--- src/rtl/clock_gate_ctrl.sv ---
// clock_gate_ctrl
//   Produces the enable for a downstream latch-based clock-gating cell. The
//   gated domain's clock is stopped after IDLE_CYCLES consecutive idle
//   cycles. It is restarted by a level wake request, and acknowledged
//   WAKE_CYCLES cycles later so the gated clock has time to settle.
//   All outputs are Moore outputs decoded from the state register, so
//   gate_en_out is glitch-free.
//
// Ports
//   clk            free-running clock, rising edge
//   reset_in       synchronous active-high reset
//   activity_in    gated domain busy (ignored while GATED / WAKING)
//   wake_req_in    level wake request, held until wake_ack_out
//   gate_en_out    clock enable to the gate cell (1 = clock running)
//   wake_ack_out   domain clock stable and usable
//   gated_out      status: clock currently gated
//   gate_count_out saturating count of entries into GATED
//
// Build option
//   CLOCK_GATE_CTRL_STATS_EN : when defined, gate_count_out is a live
//   saturating counter. When undefined, no counter exists and the output
//   is tied to zero.
//
// state      | meaning
// -----------+-----------------------------------------------------------
// RUN        | clock running, domain usable, ack high
// IDLE_COUNT | clock running, counting consecutive idle cycles
// GATED      | clock stopped, waiting for a wake request
// WAKING     | clock re-enabled, settling before ack

module clock_gate_ctrl #(
    parameter int IDLE_CYCLES = 16,
    parameter int WAKE_CYCLES = 2,
    parameter int STAT_W      = 16
) (
    input  logic              clk,
    input  logic              reset_in,
    input  logic              activity_in,
    input  logic              wake_req_in,
    output logic              gate_en_out,
    output logic              wake_ack_out,
    output logic              gated_out,
    output logic [STAT_W-1:0] gate_count_out
);

    if (IDLE_CYCLES < 1) begin : g_bad_idle
        $error("clock_gate_ctrl: IDLE_CYCLES must be >= 1");
    end
    if (WAKE_CYCLES < 1) begin : g_bad_wake
        $error("clock_gate_ctrl: WAKE_CYCLES must be >= 1");
    end

    localparam int IDLE_W = $clog2(IDLE_CYCLES + 1);
    localparam int WAKE_W = $clog2(WAKE_CYCLES + 1);
    localparam logic [IDLE_W-1:0] IDLE_LAST = IDLE_W'(IDLE_CYCLES - 1);
    localparam logic [WAKE_W-1:0] WAKE_LAST = WAKE_W'(WAKE_CYCLES - 1);

    typedef enum logic [1:0] {
        RUN        = 2'd0,
        IDLE_COUNT = 2'd1,
        GATED      = 2'd2,
        WAKING     = 2'd3
    } state_t;

    state_t              state_q, state_d;
    logic [IDLE_W-1:0]   idle_cnt_q, idle_cnt_d;
    logic [WAKE_W-1:0]   wake_cnt_q, wake_cnt_d;
    logic                idle;

    // A pending wake request counts as activity, so a request arriving on
    // the final idle count aborts gating instead of racing it.
    assign idle = !activity_in && !wake_req_in;

    always_comb begin
        state_d    = state_q;
        idle_cnt_d = idle_cnt_q;
        wake_cnt_d = wake_cnt_q;
        unique case (state_q)
            RUN: begin
                if (idle) begin
                    state_d    = IDLE_COUNT;
                    idle_cnt_d = '0;
                end
            end
            IDLE_COUNT: begin
                if (!idle) begin
                    state_d    = RUN;
                    idle_cnt_d = '0;
                end else if (idle_cnt_q == IDLE_LAST) begin
                    state_d = GATED;
                end else begin
                    idle_cnt_d = idle_cnt_q + IDLE_W'(1);
                end
            end
            GATED: begin
                if (wake_req_in) begin
                    state_d    = WAKING;
                    wake_cnt_d = '0;
                end
            end
            WAKING: begin
                // Runs to completion even if the request is withdrawn.
                if (wake_cnt_q == WAKE_LAST) begin
                    state_d = RUN;
                end else begin
                    wake_cnt_d = wake_cnt_q + WAKE_W'(1);
                end
            end
            default: state_d = RUN;
        endcase
    end

    always_ff @(posedge clk) begin
        if (reset_in) begin
            state_q    <= RUN;
            idle_cnt_q <= '0;
            wake_cnt_q <= '0;
        end else begin
            state_q    <= state_d;
            idle_cnt_q <= idle_cnt_d;
            wake_cnt_q <= wake_cnt_d;
        end
    end

    assign gate_en_out  = (state_q != GATED);
    assign wake_ack_out = (state_q == RUN);
    assign gated_out    = (state_q == GATED);

`ifdef CLOCK_GATE_CTRL_STATS_EN
    logic [STAT_W-1:0] gate_count_q;
    logic              gate_evt;

    assign gate_evt = (state_q == IDLE_COUNT) && (state_d == GATED);

    always_ff @(posedge clk) begin
        if (reset_in) begin
            gate_count_q <= '0;
        end else if (gate_evt && (gate_count_q != '1)) begin
            gate_count_q <= gate_count_q + STAT_W'(1);
        end
    end

    assign gate_count_out = gate_count_q;
`else
    assign gate_count_out = '0;
`endif

endmodule

--- config.mk ---
export PLATFORM = sky130hd
export DESIGN_NAME = clock_gate_ctrl
export DESIGN_NICKNAME = d
export VERILOG_FILES = /design/src/rtl/clock_gate_ctrl.sv
export SDC_FILE = /design/constraint.sdc
export NUM_CORES = 1
export LEC_CHECK = 0
export ABC_AREA = 1
export BUFFER_PORTS_ARGS = -buffer_cell sky130_fd_sc_hd__buf_2
export CAP_MARGIN = 20
export CORE_MARGIN = 4
export CORE_UTILIZATION = 50
export DETAILED_ROUTE_END_ITERATION = 7
export GPL_TIMING_DRIVEN = 1
export PLACE_DENSITY_LB_ADDON = 0.1
export RECOVER_POWER = 100
export SLEW_MARGIN = 10
export SYNTH_ARGS = -nofsm -noshare
export SYNTH_HDL_FRONTEND = slang
export SYNTH_SLANG_ARGS = --single-unit
--- constraint.sdc ---
create_clock -name clk -period 2.15 [get_ports clk]
set_clock_uncertainty 0.1 [all_clocks]
set_input_delay 0.43 -clock clk [delete_from_list [all_inputs] [get_ports clk]]
set_output_delay 0.43 -clock clk [all_outputs]
set_load 0.1 [all_outputs]
==> results.md <==
- PnR worst setup slack: around 100 ps
- Max-cap violations: 0
- Grt total ovfl: 0
- Pint: roughly 0.26 mW
- GR peak layer: met2
- Drt first-iter violations: 17
- Met2 usage in global routing: 20.32%
- FFs w/ async S/R, synth: 0%
- Register area share after synthesis: 23.15%
- GRT Resource Usage Total: between 10% and 20%
- Predominant post-synthesis flop cell: dfxtp_1
- Die area: roughly 2300 µm²
- Sequential share of power: 36.0%
- Flops & latches, synth: 9
- Mapped Avg Cell Area: 6.949 µm²
- F_max: 487.6 MHz
- Final Non-Filler Cells: ~130
- Sw frac: 46.82%
- RSZ-0062 raised after global routing: no
- Vias in the first global route: around 500
- CP startpoint kind: flop
- TritonCTS buffer count: 3
- Row count: 13
- EDFF count, synth: 0
- Residual DRC: 0
- Worst vdd ir: between 0.0003 and 0.0004 V
- HPWL Detailed: 1027 µm
- CTS root buf: clkbuf_4
- M1 GR Usage: 17.19%
- Commonest cells in the netlist: nand2_1 (21), buf_4 (16), inv_1 (14), nor2_1 (13), dfxtp_1 (9)
- Post-layout minimum cycle time: 2051 ps
- Net Sw Power: 0.2286 mW
- CTS tree: built
- Resized cells post-CTS: 0
- Lkg Pwr: 0.3550 nW
- Antenna violations before repair: 0
- CTS max path bufs: 2
- Core Region: around 1400 µm²
- Area of the multi-input gates: between 400 and 500 µm²
- Diodes inserted: 0
- Worst-margin pin slew: 542.5 ps
- Endpoints failing setup: 0
- Combinational share of power: 37.3%
- Critical Path AT: ~1500 ps
- Clk pin slew, worst setup/hold paths: 60 ps
- Largest net degree at the start of global routing: 9
- Mapped Area: 778.2 µm²
- Pwr Density: 639.7 nW/µm²
- Post-CTS setup buffers: 0
- Setup TNS: 0 ps
- Initial Utilization: about 56%
- Met3 usage: 2.256%
- Total number of vias: 618
- Gpl congestion: 0.8416
- Final layout net count: 127
- Required time worst endpoint: 1620 ps
- Hold Crit Class: input pin to flop
- First-pass GRT wire length: about 2100 µm
- Worst Setup End Kind: primary output
- Outcome: finished clean
- Clock power share: 26.7%
- Pre-antenna DRT Iters: 4
- Area delta synth->final: -1.929%
- IO Port Bufs: 6
- Die Wd: roughly 47 µm
- Sink Count: 9
- Vias per cell: 4.612
- Final Power: between 0.4 and 0.5 mW
- Fin crit share: 95.39%
- Layout cells sized above 1: 20.17%
- Post-route ant nets: 0
- FF+latch area: 180.2 µm²
- Post-synth top area share: 23.15%
- Final wirelength: between 1000 and 1500 µm
- Worst-Skew Late Latency: between 200 and 300 ps
- Area leader, netlist: dfxtp_1
- DP Worst Slack: 388.8 ps
- # placed instances: 130
- Max H-tree Level: 1
- Max Transition Viols Final: 0
- Fillers: 142
- Post-Synthesis Cells: 112
- IO Count: 23
- Hold Violations, Final: 0
- Crit path kind: flop to primary output
- Count of different cell masters after synthesis: 23
- Die Y: roughly 47 µm
- Worst Path Max Fanout: 8
- Slew Limit Headroom: 63.99%
- Cell types occupying the most area after synthesis: dfxtp_1 (23%), buf_4 (15%), nand2_1 (10%)
- Top-count cell post-synth: nand2_1
- Hold buffer count at cts: 0
- Yosys warning count: 0
- WL/cell: 9.784 µm
placed cells by master (no fill, tap or decap), drive strengths merged:
cell type / Yosys / final
ha: 3 / 3
a21oi: 7 / 7
clkinvlp: 0 / 1
conb: 1 / 16
nand2: 24 / 24
nor3: 1 / 1
o21ai: 1 / 1
nor2: 17 / 17
clkbuf: 0 / 6
nand4: 2 / 2
nand3: 11 / 11
buf: 18 / 4
inv: 17 / 16
nand3b: 1 / 1
dfxtp: 9 / 9
routing by layer:
metal,up-vias,routed length (µm),share of wire (%)
li1,328,-,-
met1,258,640,49
met2,27,505,39
met3,5,134,10
met4,0,29,2.2
met5,-,0,0
path summary, 6_finish.rpt:
kind              slack (ps)                        from  cells after the start                    endpoint
setup reg to reg         420  idle_cnt_q[1]$_SDFFE_PP0P_                      9  idle_cnt_q[0]$_SDFFE_PP0P_
setup / recovery         100                        flop                      3                   gated_out
hold reg to reg          370  idle_cnt_q[4]$_SDFFE_PP0P_                      2  idle_cnt_q[4]$_SDFFE_PP0P_
hold / removal           280                    reset_in                      2  wake_cnt_q[1]$_SDFFE_PP0P_
power groups by stage:
| stage | Clock [mW] | Sequential [mW] | Combinational [mW] |
|---|---|---|---|
| floorplan | 0 | 0.175 | 0.199 |
| global placement | 0 | 0.179 | 0.183 |
| detailed placement | 0 | 0.180 | 0.183 |
| CTS | 0.134 | 0.176 | 0.183 |
| global route | 0.142 | 0.176 | 0.191 |
| finish | 0.131 | 0.176 | 0.182 |
cells by family after synthesis:
family / share of synthesized area (%)
DFF: 23.15
and+or+nand+nor: 37.46
AOI/OAI and AO/OA: 6.592
buffers and inverters: 27.49
adders and majority gates: 4.824
other: 0.4819
area by class of cell:
type                       instances  area share (%)
clock buffer                       4           3.443
inverter                          17           9.836
multi-input combinational         83           56.72
sequential                         9           23.61
tap                               15           2.459
timing repair buffer               6           3.934
critical path, stage by stage, from the launching register on:
cell and delay, ps:
dfxtp_1 630, nand2_2 140, clkinvlp_4 80, buf_2 410
metrics by stage:
step,utilization [%],hold WS [ps],cell area (µm²)
floorplan,-,338.9,840.8
global placement,54.03,355.8,747.0
detailed placement,54.03,357.4,747.0
CTS,55.93,281.4,773.2
global route,55.20,283.8,763.2
finish,55.20,278.9,763.2
(Power assumes the default switching activity.)
